`config.mk`:
```
export PLATFORM = sky130hd
export DESIGN_NAME = cpc_ram1m_ctrl
export DESIGN_NICKNAME = d
export VERILOG_FILES = /design/src/rtl/cpc_ram1m_pkg.sv /design/src/rtl/cpc_ram1m_cfgreg.sv /design/src/rtl/cpc_ram1m_ctrl.sv
export SDC_FILE = /design/constraint.sdc
export NUM_CORES = 1
export LEC_CHECK = 0
export BUFFER_PORTS_ARGS = -buffer_cell sky130_fd_sc_hd__buf_2
export CELL_PAD_IN_SITES_DETAIL_PLACEMENT = 0
export CELL_PAD_IN_SITES_GLOBAL_PLACEMENT = 1
export CORE_MARGIN = 2
export CORE_UTILIZATION = 28
export DETAILED_ROUTE_END_ITERATION = 10
export HOLD_SLACK_MARGIN = 0.1
export MAX_ROUTING_LAYER = met4
export PLACE_DENSITY_LB_ADDON = 0.05
export SKIP_LAST_GASP = 1
export SLEW_MARGIN = 25
export SYNTH_ARGS = -nofsm -noshare
export SYNTH_HDL_FRONTEND = slang
export SYNTH_SLANG_ARGS = --single-unit
```
`constraint.sdc`:
```
create_clock -name CLK -period 1.5 [get_ports CLK]
set_input_delay 0.225 -clock CLK [delete_from_list [all_inputs] [get_ports CLK]]
set_output_delay 0.225 -clock CLK [all_outputs]
set_load 0.005 [all_outputs]
```
`src/rtl/cpc_ram1m_pkg.sv`:
```
// Shared types and constants for the 1MB CPC RAM expansion controller:
// access FSM states, config encodings, gate-array port match and page mapping.
package cpc_ram1m_pkg;

    typedef enum logic {IDLE, ACCESS} state_t;

    typedef enum logic [2:0] {
        C_NONE,
        C_B3P3,
        C_ALL,
        C_B3P3_REMAP,
        C_B1P0,
        C_B1P1,
        C_B1P2,
        C_B1P3
    } cfg_t;

    localparam logic [1:0] PORT_D76 = 2'b11;
    localparam logic       PORT_A15 = 1'b0;

    // Returns {hit, page[1:0]} for a Z80 16K block under a given config.
    // Config 3 would remap internal blocks; only its block-3 part is honoured.
    function automatic logic [2:0] page_map(input logic [2:0] cfg, input logic [1:0] blk);
        logic [2:0] r;
        r = 3'b000;
        case (cfg_t'(cfg))
            C_B3P3, C_B3P3_REMAP:           r = {blk == 2'd3, 2'd3};
            C_ALL:                          r = {1'b1, blk};
            C_B1P0, C_B1P1, C_B1P2, C_B1P3: r = {blk == 2'd1, cfg[1:0]};
            default:                        r = 3'b000;
        endcase
        return r;
    endfunction

endpackage

```
`src/rtl/cpc_ram1m_cfgreg.sv`:
```
// Snoops Z80 OUT cycles to the gate-array RAM config port and latches cfg/bank
// once per I/O write, using a registered rising-edge detect on the port match.
module cpc_ram1m_cfgreg #(
    parameter int BANK_W = 4
) (
    input  logic              CLK,
    input  logic              RESET_B,
    input  logic              a15,
    input  logic              a8,
    input  logic [7:0]        D,
    input  logic              IOREQ_B,
    input  logic              WR_B,
    input  logic              M1_B,
    input  logic              dip512,
    output logic [2:0]        cfg,
    output logic [BANK_W-1:0] bank
);
    import cpc_ram1m_pkg::*;

    logic port_hit;
    logic port_hit_q;

    assign port_hit = ~IOREQ_B & ~WR_B & M1_B & (a15 == PORT_A15) & (D[7:6] == PORT_D76);

    // &7Exx selects the upper 512K chip unless the board is strapped for 512K.
    always_ff @(posedge CLK or negedge RESET_B) begin
        if (!RESET_B) begin
            port_hit_q <= 1'b0;
            cfg        <= '0;
            bank       <= '0;
        end else begin
            port_hit_q <= port_hit;
            if (port_hit && !port_hit_q) begin
                cfg  <= D[2:0];
                bank <= {~a8 & ~dip512, D[3 +: BANK_W-1]};
            end
        end
    end

endmodule

```
`src/rtl/cpc_ram1m_ctrl.sv`:
```
// Top of the 1MB expansion CPLD: block/page decode, combinational RAMDIS and
// the SRAM access sequencer driving chip selects, OE/WE and the high address.
module cpc_ram1m_ctrl #(
    parameter int BANK_W  = 4,
    parameter int HIADR_W = 5
) (
    input  logic               CLK,
    input  logic               RESET_B,
    input  logic [15:0]        A,
    input  logic [7:0]         D,
    input  logic               MREQ_B,
    input  logic               IOREQ_B,
    input  logic               RD_B,
    input  logic               WR_B,
    input  logic               M1_B,
    input  logic               RFSH_B,
    input  logic               RAMRD_B,
    input  logic [3:0]         dip,
    output logic               RAMDIS,
    output logic               RAMCS0_B,
    output logic               RAMCS1_B,
    output logic               RAMOE_B,
    output logic               RAMWE_B,
    output logic [HIADR_W-1:0] HIADR
);
    import cpc_ram1m_pkg::*;

    logic [2:0]        cfg;
    logic [BANK_W-1:0] bank;
    logic [2:0]        map;
    logic              hit;
    state_t            state;
    logic              unused_inputs;

    cpc_ram1m_cfgreg #(.BANK_W(BANK_W)) u_cfgreg (
        .CLK     (CLK),
        .RESET_B (RESET_B),
        .a15     (A[15]),
        .a8      (A[8]),
        .D       (D),
        .IOREQ_B (IOREQ_B),
        .WR_B    (WR_B),
        .M1_B    (M1_B),
        .dip512  (dip[1]),
        .cfg     (cfg),
        .bank    (bank)
    );

    assign map = page_map(cfg, A[15:14]);
    assign hit = dip[0] & map[2];

    // Unregistered so the internal RAM is disabled before its own decode fires.
    assign RAMDIS = hit & ~MREQ_B & RFSH_B;

    assign unused_inputs = ^{RD_B, dip[3:2], A[13:9], A[7:0]};

    always_ff @(posedge CLK or negedge RESET_B) begin
        if (!RESET_B) begin
            state    <= IDLE;
            RAMCS0_B <= 1'b1;
            RAMCS1_B <= 1'b1;
            RAMOE_B  <= 1'b1;
            RAMWE_B  <= 1'b1;
            HIADR    <= '0;
        end else begin
            case (state)
                IDLE: begin
                    if (!MREQ_B && RFSH_B && hit) begin
                        state    <= ACCESS;
                        HIADR    <= {bank[HIADR_W-3:0], map[1:0]};
                        RAMCS0_B <= bank[BANK_W-1];
                        RAMCS1_B <= ~bank[BANK_W-1];
                    end
                end
                ACCESS: begin
                    if (MREQ_B) begin
                        state    <= IDLE;
                        RAMCS0_B <= 1'b1;
                        RAMCS1_B <= 1'b1;
                        RAMOE_B  <= 1'b1;
                        RAMWE_B  <= 1'b1;
                    end else begin
                        // A write wins: never let the SRAM drive the bus while WE is low.
                        RAMWE_B <= WR_B;
                        RAMOE_B <= RAMRD_B | ~WR_B;
                    end
                end
                default: state <= IDLE;
            endcase
        end
    end

endmodule

```
==> results.sh <==
export IMPL_rsz0062_at_grt="yes"
export IMPL_seq_area_frac_synth_pct=56.9
export IMPL_wl_per_cell_um=12.4
export IMPL_nets=144
export IMPL_dp_hpwl_um=1210
export IMPL_place_area_um2=1030
export IMPL_dp_cells=125
export IMPL_finalSetupViolations=6
export IMPL_cp_required_ps=1270
export IMPL_synth_seq_cells=18
export IMPL_worst_hold_slack_ps=137
export IMPL_num_vias=639
export IMPL_root_buffer="clkbuf_4"
export IMPL_fin_skew_ps=1.29
export IMPL_layout_cells_non_filler=137
export IMPL_critical_path_class="reg2out"
export IMPL_yosysTopAreaCellShare_pct=43.8
export IMPL_place_ws_ps=-140
export IMPL_synth_distinct_cells=25
export IMPL_cellPowerDensity_nw_per_um2=1300
export IMPL_layout_drive_gt1_share_pct=66.0
export IMPL_ant_nets=0
export IMPL_finalWorstSetupSlack_ps=-119
export IMPL_cts_tree="built"
export IMPL_worst_pin_slew_ps=398
export IMPL_start_util_pct=29.3
export IMPL_cp_start_kind="flip-flop"
export IMPL_hold_start="D[0]"
export IMPL_synth_nets=95
export IMPL_rr_worst_depth=6
export IMPL_relSlewSlack_pct=73.5
export IMPL_synth_area_leaders="dfrtp_1 44%, mux2_2 14%, dfstp_2 13%, o32a_1 2.5%, a211o_4 2.2%"
export IMPL_die_width_um=57.5
export IMPL_die_area_um2=3300
export IMPL_rows=19
export IMPL_synthMuxAreaShare_pct=15.5
export IMPL_drt_wl_total_um=1700
export IMPL_stdcell_area_um2=1180
export IMPL_synth_compound_area_share_pct=12.3
export IMPL_ios=47
export IMPL_grt_usage_pct=11.8
export IMPL_diodes=0
export IMPL_core_um2=2730
export IMPL_period_share_pct=108
export IMPL_cts_buffers=3
export IMPL_hold_viol=0
export IMPL_crit_reg2reg_launch="u_cfgreg.cfg[2]$_DFFE_PN0P_"
export IMPL_synth_fa_ha_area_share_pct=0
export IMPL_reg2reg_to="HIADR[2]$_DFFE_PN0P_"
export IMPL_status="finished, violations left"
export IMPL_leakage_uw=0.000554
export IMPL_drc=0
export IMPL_place_congestion=0.704
export IMPL_crit_path_end_kind="primary output"
export IMPL_cap_violations=0
export IMPL_cts_max_path_buffers=2
export IMPL_syn_mean_instance_area_um2=13.8
export IMPL_grt_pass1_wl_um=2840
export IMPL_synth_xor_area_share_pct=0
export IMPL_mostFrequentLayoutCell="buf_2"
export IMPL_viasPerCell=4.66
export IMPL_fmax_mhz=618
export IMPL_drt_iter0_drc=6
export IMPL_grt_antenna_before_repair=0
export IMPL_cp_max_fo=4
export IMPL_hold_class="in2reg"
export IMPL_r2r_slack_ps=-30
export IMPL_clk_pin_slew_ps=100
export IMPL_synth_top_area_cell="dfrtp_1"
export IMPL_firstDrtPassIters=2
export IMPL_fin_crit_ps=1620
export IMPL_crit_end="RAMDIS"
export IMPL_cp_arrival_ps=1390
export IMPL_crit_start="u_cfgreg.cfg[2]$_DFFE_PN0P_"
export IMPL_synth_simple_area_share_pct=14.4
export IMPL_maxSlewViolCount=0
export IMPL_htree_levels=1
export IMPL_cts_sinks=18
export IMPL_port_buffers=30
export IMPL_netlist_instances=58
export IMPL_failed_checks="negative setup slack"
export IMPL_final_cell_mix="30 x buf_2, 14 x dfrtp_1, 9 x mux2_2, 8 x buf_4, 5 x buf_6"
export IMPL_area_growth_pct=47.2
export IMPL_die_y_um=57.5
export IMPL_grt_pass1_vias=656
export IMPL_grt_max_degree=19
export IMPL_overflow=0
export IMPL_yosysWarnings=0
export IMPL_syn_cell_area_um2=801
export IMPL_synth_top_family_by_area="multiplexers"
export IMPL_vdd_drop_max_uv=728
export IMPL_clk_latency_ps=290
[per-stage QoR]
step                setup TNS [ps]  util (%)  power, µW
finish                        -211      43.1       1530
global route                  -591      43.1       1640
CTS                           -307      42.7       1550
detailed placement            -883      37.8       1160
global placement              -857      37.8       1160
floorplan                        0         -        951
[worst min-delay path by stage]
stage	slack, ps	depth (start not counted)	to
4_1_cts	130	2	u_cfgreg.port_hit_q$_DFF_PN0_
3_5_place_dp	180	1	u_cfgreg.cfg[0]$_DFFE_PN0P_
3_3_place_gp	180	1	u_cfgreg.cfg[0]$_DFFE_PN0P_
5_1_grt	140	2	u_cfgreg.port_hit_q$_DFF_PN0_
2_1_floorplan	-70	0	HIADR[0]$_DFFE_PN0P_
6_report	140	3	u_cfgreg.cfg[0]$_DFFE_PN0P_
[sequential cells by signal, indices dropped and copies added, names as in the netlist]
| signal | cells |
|---|---|
| RAMOE_B | 1 |
| RAMCS1_B | 1 |
| state | 1 |
| RAMCS0_B | 1 |
| RAMWE_B | 1 |
| u_cfgreg.bank | 4 |
| HIADR | 5 |
| u_cfgreg.cfg | 3 |
| u_cfgreg.port_hit_q | 1 |
[layer usage]
metal / share of wire, % / up-vias / track usage [%] / wire length [µm]
met4: 0.94 / 0 / 5.98 / 16
met5: 0 / - / - / 0
met2: 46 / 21 / 17.7 / 775
met3: 8.1 / 2 / 2.72 / 137
li1: - / 316 / - / -
met1: 45 / 300 / 14.8 / 766
[synth_stat cells]
| cell | instances |
|---|---|
| dfrtp_1 | 14 |
| mux2_2 | 10 |
| dfstp_2 | 4 |
| nand2_1 | 3 |
| o21ai_0 | 3 |
| inv_1 | 2 |
| nor2_1 | 2 |
| nor3_1 | 2 |
| o32a_1 | 2 |
| a211o_4 | 1 |
| a211oi_2 | 1 |
| and3_2 | 1 |
| mux2_1 | 1 |
| nand2b_1 | 1 |
| nand2b_4 | 1 |
| nand3b_1 | 1 |
| nand4b_1 | 1 |
| nor3_4 | 1 |
| nor4_2 | 1 |
| o21a_1 | 1 |
| o22a_1 | 1 |
| o311a_1 | 1 |
| o31ai_1 | 1 |
| or2_2 | 1 |
| or4_1 | 1 |
[cell type report]
class / count / area (µm²)
clock buffers: 4 / 36.3
fillers: 271 / 1560
inverters: 2 / 7.51
multi-input cells: 38 / 364
flip-flops and latches: 18 / 455
well taps: 31 / 38.8
repair buffers: 44 / 277
[cells by family after synthesis]
kind of cell | Yosys count
flip-flops | 18
AO/OA/AOI/OAI | 11
multiplexers | 11
AND/OR/NAND/NOR | 16
buffers and inverters | 2
[timing repair]
action                                  4_1_cts  5_1_grt
hold endpoints to repair                     14        0
setup buffers                                 6        1
hold buffers                                  1        0
endpoints found under the setup margin        8        8
gates resized for setup                      10        1
pin swaps                                     4        3
[worst max-delay path: stages (launching register included)]
cell     delay [ps]
dfrtp_1         420
a211o_4         360
buf_6           130
nor2_4           80
buf_2           110
[where the power goes]
group / switching, µW / internal [µW]
Combinational: 178 / 312
Sequential: 85.8 / 659
Clock: 151 / 148
Total: 415 / 1120
No activity file was read; power rests on OpenSTA's default activity.
